### src/rtl/seg7_pkg.sv
// Shared seven-segment definitions: active-low glyph table, bit positions and scan FSM states.
// The encoder and the scan decoder both pull their glyphs from here.
package seg7_pkg;

    localparam int SEG_A  = 7;
    localparam int SEG_B  = 6;
    localparam int SEG_C  = 5;
    localparam int SEG_D  = 4;
    localparam int SEG_E  = 3;
    localparam int SEG_F  = 2;
    localparam int SEG_G  = 1;
    localparam int SEG_DP = 0;

    localparam logic [7:0] SEG_BLANK = 8'hFF;

    localparam logic [6:0] GLYPH_0 = 7'b0000001;
    localparam logic [6:0] GLYPH_1 = 7'b1001111;
    localparam logic [6:0] GLYPH_2 = 7'b0010010;
    localparam logic [6:0] GLYPH_3 = 7'b0000110;
    localparam logic [6:0] GLYPH_4 = 7'b1001100;
    localparam logic [6:0] GLYPH_5 = 7'b0100100;
    localparam logic [6:0] GLYPH_6 = 7'b0100000;
    localparam logic [6:0] GLYPH_7 = 7'b0001111;
    localparam logic [6:0] GLYPH_8 = 7'b0000000;
    localparam logic [6:0] GLYPH_9 = 7'b0000100;
    localparam logic [6:0] GLYPH_A = 7'b0001000;
    localparam logic [6:0] GLYPH_B = 7'b1100000;
    localparam logic [6:0] GLYPH_C = 7'b0110001;
    localparam logic [6:0] GLYPH_D = 7'b1000010;
    localparam logic [6:0] GLYPH_E = 7'b0110000;
    localparam logic [6:0] GLYPH_F = 7'b0111000;

    typedef enum logic {
        ST_SETTLE = 1'b0,
        ST_HELD   = 1'b1
    } scan_state_e;

    // Segment pattern {a..g} for a hex value; used by both ends of the display link.
    function automatic logic [6:0] glyph_pattern(input logic [3:0] value);
        case (value)
            4'h0:    glyph_pattern = GLYPH_0;
            4'h1:    glyph_pattern = GLYPH_1;
            4'h2:    glyph_pattern = GLYPH_2;
            4'h3:    glyph_pattern = GLYPH_3;
            4'h4:    glyph_pattern = GLYPH_4;
            4'h5:    glyph_pattern = GLYPH_5;
            4'h6:    glyph_pattern = GLYPH_6;
            4'h7:    glyph_pattern = GLYPH_7;
            4'h8:    glyph_pattern = GLYPH_8;
            4'h9:    glyph_pattern = GLYPH_9;
            4'hA:    glyph_pattern = GLYPH_A;
            4'hB:    glyph_pattern = GLYPH_B;
            4'hC:    glyph_pattern = GLYPH_C;
            4'hD:    glyph_pattern = GLYPH_D;
            4'hE:    glyph_pattern = GLYPH_E;
            default: glyph_pattern = GLYPH_F;
        endcase
    endfunction

endpackage

### src/rtl/seg7_glyph_decode.sv
// Combinational reverse lookup: active-low {a..g} pattern to hex value.
// hit_o is low when the pattern is not one of the 16 glyphs.
module seg7_glyph_decode
    import seg7_pkg::*;
(
    input  logic [6:0] pattern_i,
    output logic [3:0] value_o,
    output logic       hit_o
);

    logic [15:0] match;

    generate
        for (genvar gi = 0; gi < 16; gi++) begin : g_match
            assign match[gi] = (pattern_i == glyph_pattern(4'(gi)));
        end
    endgenerate

    // Glyphs are pairwise distinct, so at most one match bit is set.
    always_comb begin
        value_o = '0;
        hit_o   = |match;
        for (int k = 0; k < 16; k++) begin
            if (match[k]) begin
                value_o = 4'(k);
            end
        end
    end

endmodule

### src/rtl/seg7_scan_decoder.sv
// Display read-back checker: samples a multiplexed active-low 7-seg bus, waits for a stable
// dwell, and captures the digit shown on the strobed position.
module seg7_scan_decoder
    import seg7_pkg::*;
#(
    parameter  int N_DIGITS      = 4,
    parameter  int STABLE_CYCLES = 4,
    localparam int CNT_W         = $clog2(STABLE_CYCLES + 1)
) (
    input  logic                    clk,
    input  logic                    rst_n,
    input  logic [7:0]              seg,
    input  logic [N_DIGITS-1:0]     an,
    input  logic                    clear,
    output logic [4*N_DIGITS-1:0]   digits,
    output logic [N_DIGITS-1:0]     dp_out,
    output logic [N_DIGITS-1:0]     digit_valid,
    output logic                    frame_valid,
    output logic                    code_err,
    output logic                    bus_err
);

    logic [N_DIGITS-1:0]   an_q, an_prev_q;
    logic [7:0]            seg_q, seg_prev_q;
    logic [CNT_W-1:0]      cnt_q, cnt_d;
    scan_state_e           state_q, state_d;
    logic [4*N_DIGITS-1:0] digits_q, digits_d;
    logic [N_DIGITS-1:0]   dp_q, dp_d;
    logic [N_DIGITS-1:0]   valid_q, valid_d;
    logic [N_DIGITS-1:0]   seen_q, seen_d;
    logic                  frame_q, frame_d;
    logic                  code_err_q, code_err_d;
    logic                  bus_err_q, bus_err_d;

    logic                  changed, capture, one_hot, blank;
    logic [3:0]            glyph_value;
    logic                  glyph_hit;

    seg7_glyph_decode u_decode (
        .pattern_i (seg_q[7:1]),
        .value_o   (glyph_value),
        .hit_o     (glyph_hit)
    );

    always_comb begin
        changed = {an_q, seg_q} != {an_prev_q, seg_prev_q};
        one_hot = $onehot(~an_q);
        blank   = &an_q;

        if (changed)
            cnt_d = '0;
        else if (cnt_q == CNT_W'(STABLE_CYCLES))
            cnt_d = cnt_q;
        else
            cnt_d = cnt_q + CNT_W'(1);

        state_d = state_q;
        capture = 1'b0;
        case (state_q)
            ST_SETTLE: begin
                if (!changed && cnt_q == CNT_W'(STABLE_CYCLES - 2)) begin
                    capture = 1'b1;
                    state_d = ST_HELD;
                end
            end
            ST_HELD: begin
                if (changed) state_d = ST_SETTLE;
            end
            default: state_d = ST_SETTLE;
        endcase
    end

    // Capture datapath; clear wins over a same-edge capture, which is then consumed.
    always_comb begin
        digits_d   = digits_q;
        dp_d       = dp_q;
        valid_d    = valid_q;
        seen_d     = seen_q;
        frame_d    = 1'b0;
        code_err_d = code_err_q;
        bus_err_d  = bus_err_q;

        if (clear) begin
            seen_d     = '0;
            valid_d    = '0;
            code_err_d = 1'b0;
            bus_err_d  = 1'b0;
        end else if (capture) begin
            if (one_hot) begin
                for (int i = 0; i < N_DIGITS; i++) begin
                    if (!an_q[i]) begin
                        if (glyph_hit) digits_d[4*i +: 4] = glyph_value;
                        dp_d[i]    = ~seg_q[SEG_DP];
                        valid_d[i] = glyph_hit;
                        seen_d[i]  = 1'b1;
                    end
                end
                if (!glyph_hit) code_err_d = 1'b1;
                if (&seen_d) begin
                    frame_d = 1'b1;
                    seen_d  = '0;
                end
            end else if (!blank) begin
                bus_err_d = 1'b1;
            end
        end
    end

    always_ff @(posedge clk or negedge rst_n) begin
        if (!rst_n) begin
            an_q       <= '1;
            an_prev_q  <= '1;
            seg_q      <= SEG_BLANK;
            seg_prev_q <= SEG_BLANK;
            cnt_q      <= '0;
            state_q    <= ST_SETTLE;
            digits_q   <= '0;
            dp_q       <= '0;
            valid_q    <= '0;
            seen_q     <= '0;
            frame_q    <= 1'b0;
            code_err_q <= 1'b0;
            bus_err_q  <= 1'b0;
        end else begin
            an_q       <= an;
            an_prev_q  <= an_q;
            seg_q      <= seg;
            seg_prev_q <= seg_q;
            cnt_q      <= cnt_d;
            state_q    <= state_d;
            digits_q   <= digits_d;
            dp_q       <= dp_d;
            valid_q    <= valid_d;
            seen_q     <= seen_d;
            frame_q    <= frame_d;
            code_err_q <= code_err_d;
            bus_err_q  <= bus_err_d;
        end
    end

    assign digits      = digits_q;
    assign dp_out      = dp_q;
    assign digit_valid = valid_q;
    assign frame_valid = frame_q;
    assign code_err    = code_err_q;
    assign bus_err     = bus_err_q;

endmodule

### config.mk
export PLATFORM = sky130hd
export DESIGN_NAME = seg7_scan_decoder
export DESIGN_NICKNAME = d
export VERILOG_FILES = /design/src/rtl/seg7_pkg.sv /design/src/rtl/seg7_glyph_decode.sv /design/src/rtl/seg7_scan_decoder.sv
export SDC_FILE = /design/constraint.sdc
export NUM_CORES = 1
export LEC_CHECK = 0
export ABC_AREA = 1
export CORE_MARGIN = 2
export CORE_UTILIZATION = 54
export DETAILED_ROUTE_END_ITERATION = 10
export GPL_TIMING_DRIVEN = 1
export PLACE_DENSITY = 0.76
export REMOVE_ABC_BUFFERS = 1
export SKIP_CTS_REPAIR_TIMING = 1
export SYNTH_ARGS = -nofsm -noshare
export SYNTH_HDL_FRONTEND = slang
export SYNTH_SLANG_ARGS = --single-unit
### constraint.sdc
create_clock -name clk -period 3.45 [get_ports clk]
set_input_delay 0.69 -clock clk [delete_from_list [all_inputs] [get_ports clk]]
set_output_delay 0.69 -clock clk [all_outputs]
set_load 0.05 [all_outputs]
After elaboration in Yosys (flattened, before gate mapping). Index checks and enable logic that the tools add are counted.

Flip-flop bits (word level): 59. Latch bits: 0. RAM bits: 0. Memory bits (read-only): 0. Input bits: 15. Output and inout bits: 27. Word-level logic and storage cells: 144. Memories kept: 0.

$add $sub $neg: 4. Multiply operators: 0. Div/mod/pow operators: 0. Magnitude comparators: 0. Eq/ne operators: 27. Shifts and indexed selects: 0. Multiplexer cells: 60. Bitwise logic cells: 8. Reduce and logical (&&, ||, !) cells: 23.

Operator list (number): two-way mux 4 bit (15); two-way mux 1 bit (36); equality test 7 x 6 -> 1 bit (second input constant) (5); equality test 7 bit (second input constant) (4); AND reduction 4 bit (6); AND reduction 5 bit (4); two-way mux 3 bit (6); AND reduction 3 bit (6); != test 2 bit (second input constant) (8); OR reduction 16 bit (1); equality test 7 x 3 -> 1 bit (second input constant) (2); equality test 7 x 4 -> 1 bit (second input constant) (2); != test 12 bit (1); equality test 7 x 1 -> 1 bit (second input constant) (1); equality test 7 x 5 -> 1 bit (second input constant) (1); zero test 7 bit (1); NOT 1 bit (7); adder 1 x 1 -> 2 bit (2); two-way mux 2 bit (2); NOT 4 bit (1); nonzero test 2 bit (2); adder 2 x 2 -> 3 bit (1); adder 3 x 1 -> 3 bit (second input constant) (1); equality test 3 x 1 -> 1 bit (second input constant) (1); 6 further kinds (6).

Depth between registers and ports, before layout.
Depth after elaboration: 16. Mapped depth: 14.

Modules after synthesis. Synthesis repeated with hierarchy kept, for this count alone.

Cell total of the unflattened synthesis: 370. Area, all modules: 3055.4 sq um.

By module, submodules not included: seg7_scan_decoder (times used 1, cells an instance 303, area each 2745.1 sq um); seg7_glyph_decode (times used 1, cells an instance 67, area each 310.3 sq um).

Worst setup path after synthesis. Ideal clock, no wire load.

Kind: reg2reg. Start point: reg an_q[1]. End point: reg digits_q[11], in the netlist digits[11]. Data arrival time: 2283 ps. Data required time: 3323 ps. Setup slack: 1040 ps. Cell stages (with the launch flop): 13. Path buffers: 0. Clock period less this slack: 2410 ps. Cells stage by stage: dfstp_2 > fa_1 > inv_1 > ha_1 > ha_1 > nor3_1 > nand2_1 > nor2_1 > inv_1 > nor2_1 > nand2_1 > nand2_1 > o21ai_0.

Longest elaborated chain between the ends: 6.

Ends and longest elaborated chain: from (decl) (RTL line seg7_scan_decoder.sv:23) `logic [N_DIGITS-1:0] an_q, an_prev_q;`; from (signal assigned) (RTL line seg7_scan_decoder.sv:125) `an_q <= an;`; branches (longest 5 deep; another with adder 2 x 2 -> 3 bit); AND reduction 5 bit (no line) (*); to (signal assigned) (RTL line seg7_scan_decoder.sv:131) `digits_q <= digits_d;`; to (decl) (RTL line seg7_scan_decoder.sv:27) `logic [4*N_DIGITS-1:0] digits_q, digits_d;`.

Mark *: on every way between the ends. A chain may end at the register's enable or synchronous reset.

Worst setup path in the final report.
Start point: reg an_q[1]. End point: reg digits_q[3], in the netlist digits[3].

Same word-level chain as after synthesis.

==> results.toml <==
[status]
status = "finished, final reports clean"

[logic_synthesis]
synth_ff_type = "dfrtp_1"
ys_seq_area_frac = 0.510
async_flop_share = 1.00
synthTopCellsByCount = "nand2_1 (136), inv_1 (60), nor2_1 (44)"
netlist.area_leader.share = 0.296
synth_area_leaders = "dfrtp_1 (30%), dfstp_2 (21%), nand2_1 (17%)"
synth_top_cell_by_area = "dfrtp_1"
syn_avg_cell_area_um2 = 7.79
synth_warnings = 0
synth_cell_types = 29
synthCells = 379
netlist_area_um2 = 2950
yosysMostFrequentCell = "nand2_1"
synth_seq_cells = 59
synth-edff-count = 0

[critical_path]
end_kind = "flop"
r2r-end = "digits[3]"
timing.rr.start = "an_q[1]"
reg2reg_slack_ns = 0.77
crit_arrival_ns = 2.90
cp-endpoint = "digits[3]"
startpoint = "an_q[1]"
cp_max_fo = 7
cp-start-kind = "flop"
worstPathRequired_ns = 3.67
path_class = "flop to flop"
reg2regPathDepth = 12

[floorplanning]
fp.coreArea_um2 = 5200
ioPinCount = 42
die_area_um2 = 6080
rows = 26
start_util = 0.568
die-width_um = 78.0
die_y_um = 78.0

[route]
wl_um = 5880
first_pass_iters = 5
drtAntennaViolNets = 0
drcViolationCount = 0
first_iter_violations = 92
vias_per_cell = 4.74
wire_per_inst_um = 11.7
vias = 2390

[clock_network]
cts_made_buffers = 9
cts_root_buf = "clkbuf_8"
clock_latency_ns = 0.34
cts_tree = "done"
path_clk_slew_ns = 0.06
cts_sinks = 59
cts_max_path_buffers = 2
h-tree-depth = 3

[place]
placed_cell_area_um2 = 3430
dp_hpwl_um = 4390
port_buffers = 41
routabilityCongestion = 0.926

[final_layout]
antennaDiodeCount = 0
drive_above_1_share = 0.124
fin_util = 0.688
nets = 451
syn2layout_area_growth_pct = 21.3
nFillCells = 438
final_cell_area_um2 = 3580

[sta]
worstMarginPinSlew_ns = 0.893
period_share = 0.778
drv_slew = 0
rsz0062_at_grt = "false"
fin_tns_setup_ns = 0
min_period_ns = 2.68
slew_headroom = 0.405
max_freq_mhz = 373
clock_skew_ns = 0.00571
finalSetupViolations = 0
finalHoldViolCount = 0

[pwr]
p_leak_uw = 0.00182
seqPwrFrac = 0.534
sw_frac_of_total = 0.262
ir_drop_mv = 0.346
p_int_uw = 1050
pwr-share-comb = 0.105
p_sw_uw = 370
clockPowerShare = 0.361
power_density_nw_per_um2 = 395

[grt]
grt_pass1_vias = 2408
track_usage = 0.219
grt_overflow = 0
grt_pass1_wl_um = 10200
antenna_found_initial = 0
grt_max_degree = 44

[hold_path]
min_path_type = "flop to flop"

[job]
max-cap-violations = 0
## kinds of logic after synthesis
kind of cell             Yosys count  synth area share
flip-flops                        59             0.510
XOR/XNOR                           4            0.0119
buffers and inverters             68            0.0915
adder cells (fa/ha/maj)            7            0.0322
AND/OR/NAND/NOR                  217             0.311
AO/OA/AOI/OAI                     24            0.0432
## area by class of cell
| class | instances | area, um2 | area share |
|---|---|---|---|
| tap | 70 | 87.6 | 0.0244 |
| clock buffer | 13 | 139 | 0.0388 |
| timing repair buffer | 42 | 413 | 0.115 |
| inverter | 65 | 244 | 0.0681 |
| multi-input combinational | 252 | 1180 | 0.329 |
| clock inverter | 3 | 15.0 | 0.00419 |
| sequential | 59 | 1510 | 0.421 |
## worst max-delay path, stage by stage (launching register included)
cell     delay, ns
dfstp_2       0.60
fa_1          0.43
inv_1         0.07
ha_1          0.13
ha_1          0.22
nor3_1        0.25
nand2_1       0.17
nor2_1        0.17
inv_1         0.05
nor2_1        0.16
nand2_1       0.15
nand2_1       0.09
o21ai_0       0.07
## layer usage
| metal | vias up | track usage | part of all wire |
|---|---|---|---|
| met5 | - | 0 | 0 |
| met4 | 0 | 0.132 | 0.024 |
| met3 | 13 | 0.0430 | 0.033 |
| met2 | 45 | 0.366 | 0.48 |
| met1 | 1091 | 0.260 | 0.46 |
| li1 | 1241 | - | - |
## worst min-delay path by stage
stage	startpoint	depth (start not counted)	end	slack [ns]
after global placement	seg_q[5]	0	seg_prev_q[5]	0.38
after global routing	seg_q[5]	0	seg_prev_q[5]	0.40
after floorplan	seg_q[5]	0	seg_prev_q[5]	0.37
final	seg_q[5]	0	seg_prev_q[5]	0.39
after detailed placement	seg_q[5]	0	seg_prev_q[5]	0.38
after CTS	seg_q[5]	0	seg_prev_q[5]	0.39
## placed cells by master (no fill, tap or decap), types with 2 or more instances in the layout
master,Yosys,final
nor2_4,2,2
o21ai_0,9,9
ha_1,6,6
inv_1,60,60
clkdlybuf4s50_1,0,40
or2_2,4,4
o21a_1,2,2
dfstp_2,24,24
dfrtp_1,35,35
clkbuf_8,0,9
nand2_2,4,4
nand4_1,7,7
clkinv_2,0,3
nand2_1,136,136
xnor2_1,4,4
o21ai_1,10,10
clkbuf_1,1,4
nor2_1,44,44
inv_2,4,4
nor3_1,3,3
nand3_1,9,9
and2_1,3,3
a21oi_1,2,2
## registers in the layout, indices dropped and copies added, names as in the netlist
| register | count |
|---|---|
| an_prev_q | 4 |
| an_q | 4 |
| bus_err | 1 |
| cnt_q | 3 |
| code_err | 1 |
| digit_valid | 4 |
| digits | 16 |
| dp_out | 4 |
| frame_valid | 1 |
| seen_q | 4 |
| seg_prev_q | 8 |
| seg_q | 8 |
| state_q | 1 |
## power by group through the flow
stage | clock [uW] | combinational [uW] | sequential, uW
2_1_floorplan | 0 | 87.1 | 769
3_3_place_gp | 0 | 148 | 766
3_5_place_dp | 0 | 150 | 767
4_1_cts | 523 | 151 | 756
5_1_grt | 550 | 173 | 760
6_report | 511 | 149 | 756
## per-stage QoR
step | cells | hold slack [ns] | setup slack, ns | power (uW)
2_1_floorplan | 376 | 0.374 | 1.04 | 857
3_3_place_gp | 488 | 0.381 | 0.881 | 914
3_5_place_dp | 488 | 0.380 | 0.756 | 918
4_1_cts | 504 | 0.389 | 0.752 | 1430
5_1_grt | 504 | 0.398 | 0.441 | 1480
6_report | 504 | 0.387 | 0.766 | 1420
(Power assumes the default switching activity.)
